`config.mk`:
```
export PLATFORM = sky130hd
export DESIGN_NAME = if_fetch_unit
export DESIGN_NICKNAME = d
export VERILOG_FILES = /design/src/rtl/if_fetch_unit.sv
export SDC_FILE = /design/constraint.sdc
export NUM_CORES = 1
export LEC_CHECK = 0
export ABC_AREA = 1
export BUFFER_PORTS_ARGS = -buffer_cell sky130_fd_sc_hd__buf_2
export CORE_MARGIN = 2
export CORE_UTILIZATION = 51
export CTS_CLUSTER_SIZE = 8
export DETAILED_ROUTE_END_ITERATION = 10
export GPL_ROUTABILITY_DRIVEN = 0
export PLACE_DENSITY = 0.87
export SETUP_SLACK_MARGIN = 0.4
export SKIP_LAST_GASP = 1
export SLEW_MARGIN = 0
export SYNTH_ARGS = -nofsm -noshare
export SYNTH_HDL_FRONTEND = slang
export SYNTH_SLANG_ARGS = --single-unit
```
`constraint.sdc`:
```
create_clock -name i_clk -period 3.2 [get_ports i_clk]
set_input_delay 0.16 -clock i_clk [delete_from_list [all_inputs] [get_ports i_clk]]
set_output_delay 0.16 -clock i_clk [all_outputs]
set_load 0.03 [all_outputs]
```
`src/rtl/if_fetch_unit.sv`:
```
// Instruction-fetch stage: issues in-order I-cache requests, buffers responses
// and hands {pc, pc+4, instr} to decode; redirects squash buffered and in-flight work.
module if_fetch_unit #(
   parameter int unsigned     XLEN     = 32,
   parameter logic [XLEN-1:0] RESET_PC = 4,
   parameter int unsigned     DEPTH    = 2
) (
   input  logic            i_clk,
   input  logic            i_rst_n,
   input  logic            i_redirect,
   input  logic [XLEN-1:0] i_redirect_pc,
   output logic            o_imem_req,
   output logic [XLEN-1:0] o_imem_addr,
   input  logic            i_imem_gnt,
   input  logic            i_imem_rvalid,
   input  logic [XLEN-1:0] i_imem_rdata,
   output logic            o_valid,
   input  logic            i_ready,
   output logic [XLEN-1:0] o_pc,
   output logic [XLEN-1:0] o_inc_pc,
   output logic [XLEN-1:0] o_instr
);

   localparam int unsigned AW = $clog2(DEPTH);
   localparam int unsigned CW = $clog2(DEPTH + 1);
   localparam logic [CW:0] DEPTH_W = (CW + 1)'(DEPTH);

   typedef enum logic {IDLE, FETCH} state_t;
   state_t state, state_nxt;

   logic [XLEN-1:0] fetch_pc;
   logic [CW-1:0]   inflight, count, discard;
   logic [CW:0]     occupancy;
   logic [XLEN-1:0] buf_pc    [DEPTH];
   logic [XLEN-1:0] buf_instr [DEPTH];
   logic [XLEN-1:0] tag_q     [DEPTH];
   logic [AW-1:0]   buf_wr, buf_rd, tag_wr, tag_rd;
   logic            grant, rvalid_eff, buf_push, buf_pop;

   always_comb begin
      state_nxt  = state;
      occupancy  = {1'b0, inflight} + {1'b0, count};
      o_imem_req = 1'b0;
      case (state)
         IDLE:  state_nxt = FETCH;
         FETCH: begin
            state_nxt  = FETCH;
            o_imem_req = !i_redirect && (occupancy < DEPTH_W);
         end
      endcase
   end

   // Responses seen in the IDLE cycle belong to pre-reset requests and are ignored.
   assign grant      = o_imem_req & i_imem_gnt;
   assign rvalid_eff = i_imem_rvalid & (state == FETCH);
   assign buf_push   = rvalid_eff & (discard == '0) & !i_redirect;
   assign buf_pop    = o_valid & i_ready & !i_redirect;

   always_ff @(posedge i_clk) begin
      if (!i_rst_n) begin
         state    <= IDLE;
         fetch_pc <= RESET_PC;
         inflight <= '0;
         count    <= '0;
         discard  <= '0;
         buf_wr   <= '0;
         buf_rd   <= '0;
         tag_wr   <= '0;
         tag_rd   <= '0;
         for (int unsigned i = 0; i < DEPTH; i++) begin
            buf_pc[i]    <= RESET_PC;
            buf_instr[i] <= '0;
            tag_q[i]     <= '0;
         end
      end else begin
         state    <= state_nxt;
         inflight <= inflight + CW'(grant) - CW'(rvalid_eff);
         if (grant) begin
            tag_q[tag_wr] <= fetch_pc;
            tag_wr        <= tag_wr + 1'b1;
         end
         // Discarded responses still consume their tag so later tags stay aligned.
         if (rvalid_eff) tag_rd <= tag_rd + 1'b1;
         if (i_redirect) begin
            fetch_pc <= i_redirect_pc;
            count    <= '0;
            buf_rd   <= buf_wr;
            discard  <= inflight - CW'(rvalid_eff);
         end else begin
            if (grant) fetch_pc <= fetch_pc + XLEN'(4);
            if (rvalid_eff && (discard != '0)) discard <= discard - 1'b1;
            if (buf_push) begin
               buf_pc[buf_wr]    <= tag_q[tag_rd];
               buf_instr[buf_wr] <= i_imem_rdata;
               buf_wr            <= buf_wr + 1'b1;
            end
            if (buf_pop) buf_rd <= buf_rd + 1'b1;
            count <= count + CW'(buf_push) - CW'(buf_pop);
         end
      end
   end

   assign o_imem_addr = fetch_pc;
   assign o_valid     = (count != '0);
   assign o_pc        = buf_pc[buf_rd];
   assign o_inc_pc    = o_pc + XLEN'(4);
   assign o_instr     = buf_instr[buf_rd];

endmodule

```
==> impl_metrics.yaml <==
worst_setup_path:
  worstPathRequired_ps: 3040
  reg2regPathDepth: 9
  worst_r2r_endpoint: "tag_q[0][26]"
  r2r-start: "count[0]"
  startpoint_type: "flop"
  worstPathCellList: "clkbuf_8, o21ai_4, ha_4, inv_1, nor2_4, nand2_1, inv_1, nand2_1, xor2_1, buf_2"
  arrival_ps: 2520
  cpPeakStageDelay_ps: 420
  slowest_stage: "dfxtp_4"
  critPathKind: "flop to primary output"
  endpoint_kind: "primary output"
  reg2reg_setup_slack_ps: 640
  critPathMaxFanout: 14
clocking:
  cts_buffer_depth: 3
  clock_sinks: 237
  cts_max_level: 2
  cts_inserted_buffers: 35
  cts_tree: "done"
  cts_root_buf: "clkbuf_16"
  clock_latency_ps: 510
  path_clk_slew_ps: 50
drt:
  drtPass1Iterations: 7
  drt-total-wl_um: 29600
  drc: 0
  vias: 9675
  via_per_inst: 5.38
  postRouteAntennaNets: 0
  drt-initial-drc-count: 966
  wl_per_cell_um: 16.4
logic_synthesis:
  synth_top_area_share: 0.493
  yosysMostFrequentCell: "nor2_1"
  async_reset_ff_frac: 0
  synth_top_area_cell: "edfxtp_1"
  synthFlopType: "edfxtp_1"
  syn_nets: 1333
  syn_area_um2: 11700
  synth_seq_area_share: 0.570
  syn_avg_cell_area_um2: 9.33
  ys_ff_latch: 237
  synth_warnings: 0
  synth_area_leaders: "edfxtp_1 (49%), nor2_1 (9.0%), dfxtp_1 (7.7%), nand2_1 (7.4%), inv_1 (5.0%)"
  ys_types: 41
  syn_inst: 1255
  synth_edf_count: 192
  synthTopCellsByCount: "nor2_1 (282), nand2_1 (230), edfxtp_1 (192)"
global_route:
  grt_max_degree: 65
  grt_overflow_total: 0
  antenna_found_initial: 0
  grt_pass1_vias: 9230
  grt_util_all_layers: 0.241
  grt_pass1_wl_um: 46600
timing:
  slew-limit-headroom: 0.322
  setup_viol: 0
  hold_violations: 0
  max_freq_mhz: 373
  min_period_ps: 2680
  report.final.slew_viol_count: 0
  worst_pin_slew_ps: 1020
  fin_crit_sh: 0.837
  finClkSkew_ps: 22.1
  setup-tns-final_ps: 0
  rsz0062_at_grt: "no"
  setup_ws_ps: 522
run_status:
  run_status: "finished clean"
final_layout:
  nets: 1575
  final_util: 0.638
  antennaDiodeCount: 0
  areaGrowthSynthToFinish_pct: 23.0
  layout-drive-gt1-share: 0.224
die:
  io_pins: 200
  dieHeight_um: 155
  core_area_um2: 22600
  floorplan.initialDensity: 0.519
  dieArea_um2: 24200
  num_rows: 55
  die_w_um: 155
placed_design:
  post-place-ws_ps: 563
  hpwl_um: 18700
  io_buffers: 199
power_and_ir_drop:
  p_leak_uw: 0.00615
  power_uw: 7900
  cellPowerDensity_nw_per_um2: 549
  ir_drop_mv: 0.349
hold_path:
  min_to: "buf_instr[1][30]"
  hold_path_depth: 3
  hold_class: "input port to flop"
  min-delay-start: "i_imem_rdata[30]"
run:
  cap_violations: 0
==> report_power, final <==
part	internal, uW	total (uW)	switching, uW	leakage (uW)
Clock	2030	3300	1270	0.000471
Sequential	3470	3570	94.8	0.00235
Combinational	327	1030	707	0.00333
Total	5830	7900	2070	0.00615
==> cell type report <==
type | count | area [um^2]
inverters | 162 | 608
well taps | 285 | 357
clock inverters | 3 | 26.3
fillers | 1663 | 8170
flip-flops and latches | 237 | 6670
clock buffers | 52 | 950
multi-input cells | 805 | 4210
repair buffers | 256 | 1580
==> cells by family (layout without fill, tap and decap cells) <==
kind of cell	after synthesis	after routing	share of synthesized area
flip-flops	237	237	0.570
AO/OA/AOI/OAI	106	106	0.0582
adder cells (fa/ha/maj)	8	8	0.00919
XOR/XNOR	29	29	0.0217
multiplexers	66	66	0.0601
buffers and inverters	213	473	0.0753
AND/OR/NAND/NOR	596	596	0.206
==> how the worst max path moves through the flow <==
stage / from / endpoint / depth (start not counted)
after floorplan: inflight[0] / tag_q[1][0] / 10
after global placement: inflight[0] / o_imem_addr[12] / 9
after detailed placement: count[0] / o_imem_addr[7] / 9
after CTS: flop / o_inc_pc[27] / 9
after global routing: flop / o_inc_pc[18] / 10
final: flop / o_inc_pc[18] / 10
==> metrics by stage <==
stage               hold slack, ps  area [um^2]  std cells
floorplan                      188        11700       1255
global placement               417        12900       1699
detailed placement             418        12900       1699
CTS                           1.28        14300       1799
global route                  10.1        14400       1800
finish                        15.0        14400       1800
==> worst max-delay path: cells and delay by family (launching register included) <==
kind	cells	cell delay [ps]
flops	1	420
fa+ha+maj	1	200
buf+inv	4	630
xor+xnor	1	130
simple gates	3	360
compound gates	1	260
==> flip-flops by register name (all words and copies together) (netlist names), named ones only <==
signal and count:
buf_instr 64, inflight 2, state 1, o_imem_addr 32, tag_wr 1, buf_rd 1
buf_pc 64, tag_rd 1, discard 2, count 2, tag_q 64, buf_wr 1
==> per-layer routing <==
metal / track usage / routed length (um) / up-vias
li1: - / - / 4538
met1: 0.317 / 11800 / 4523
met2: 0.406 / 14500 / 535
met3: 0.0432 / 2510 / 79
met4: 0.0804 / 777 / 0
met5: 0 / 0 / -
==> cells in the final DEF (no fill, tap or decap), types with 6 or more instances in the layout <==
cell,n
nor2_1,281
nand2_1,226
buf_2,199
edfxtp_1,192
inv_1,156
nand3_1,48
dlygate4sd3_1,44
dfxtp_1,43
o21ai_0,36
clkbuf_16,35
mux2_2,34
a21oi_1,33
mux2i_1,32
xor2_1,23
o21ai_2,19
clkbuf_1,16
nor2_2,8
buf_4,8
and2_1,7
nand2_2,6
xnor2_1,6
nand4_1,6
o21ai_4,6
ha_1,6
==> what timing repair did <==
item,CTS,global route
setup buffers,1,1
hold buffers,44,0
gates cloned,0,0
resized for setup,0,9
hold endpoints to repair,64,0
pin swaps,0,0
setup endpoints to repair,21,42
Power figures use the tool's default switching activity.
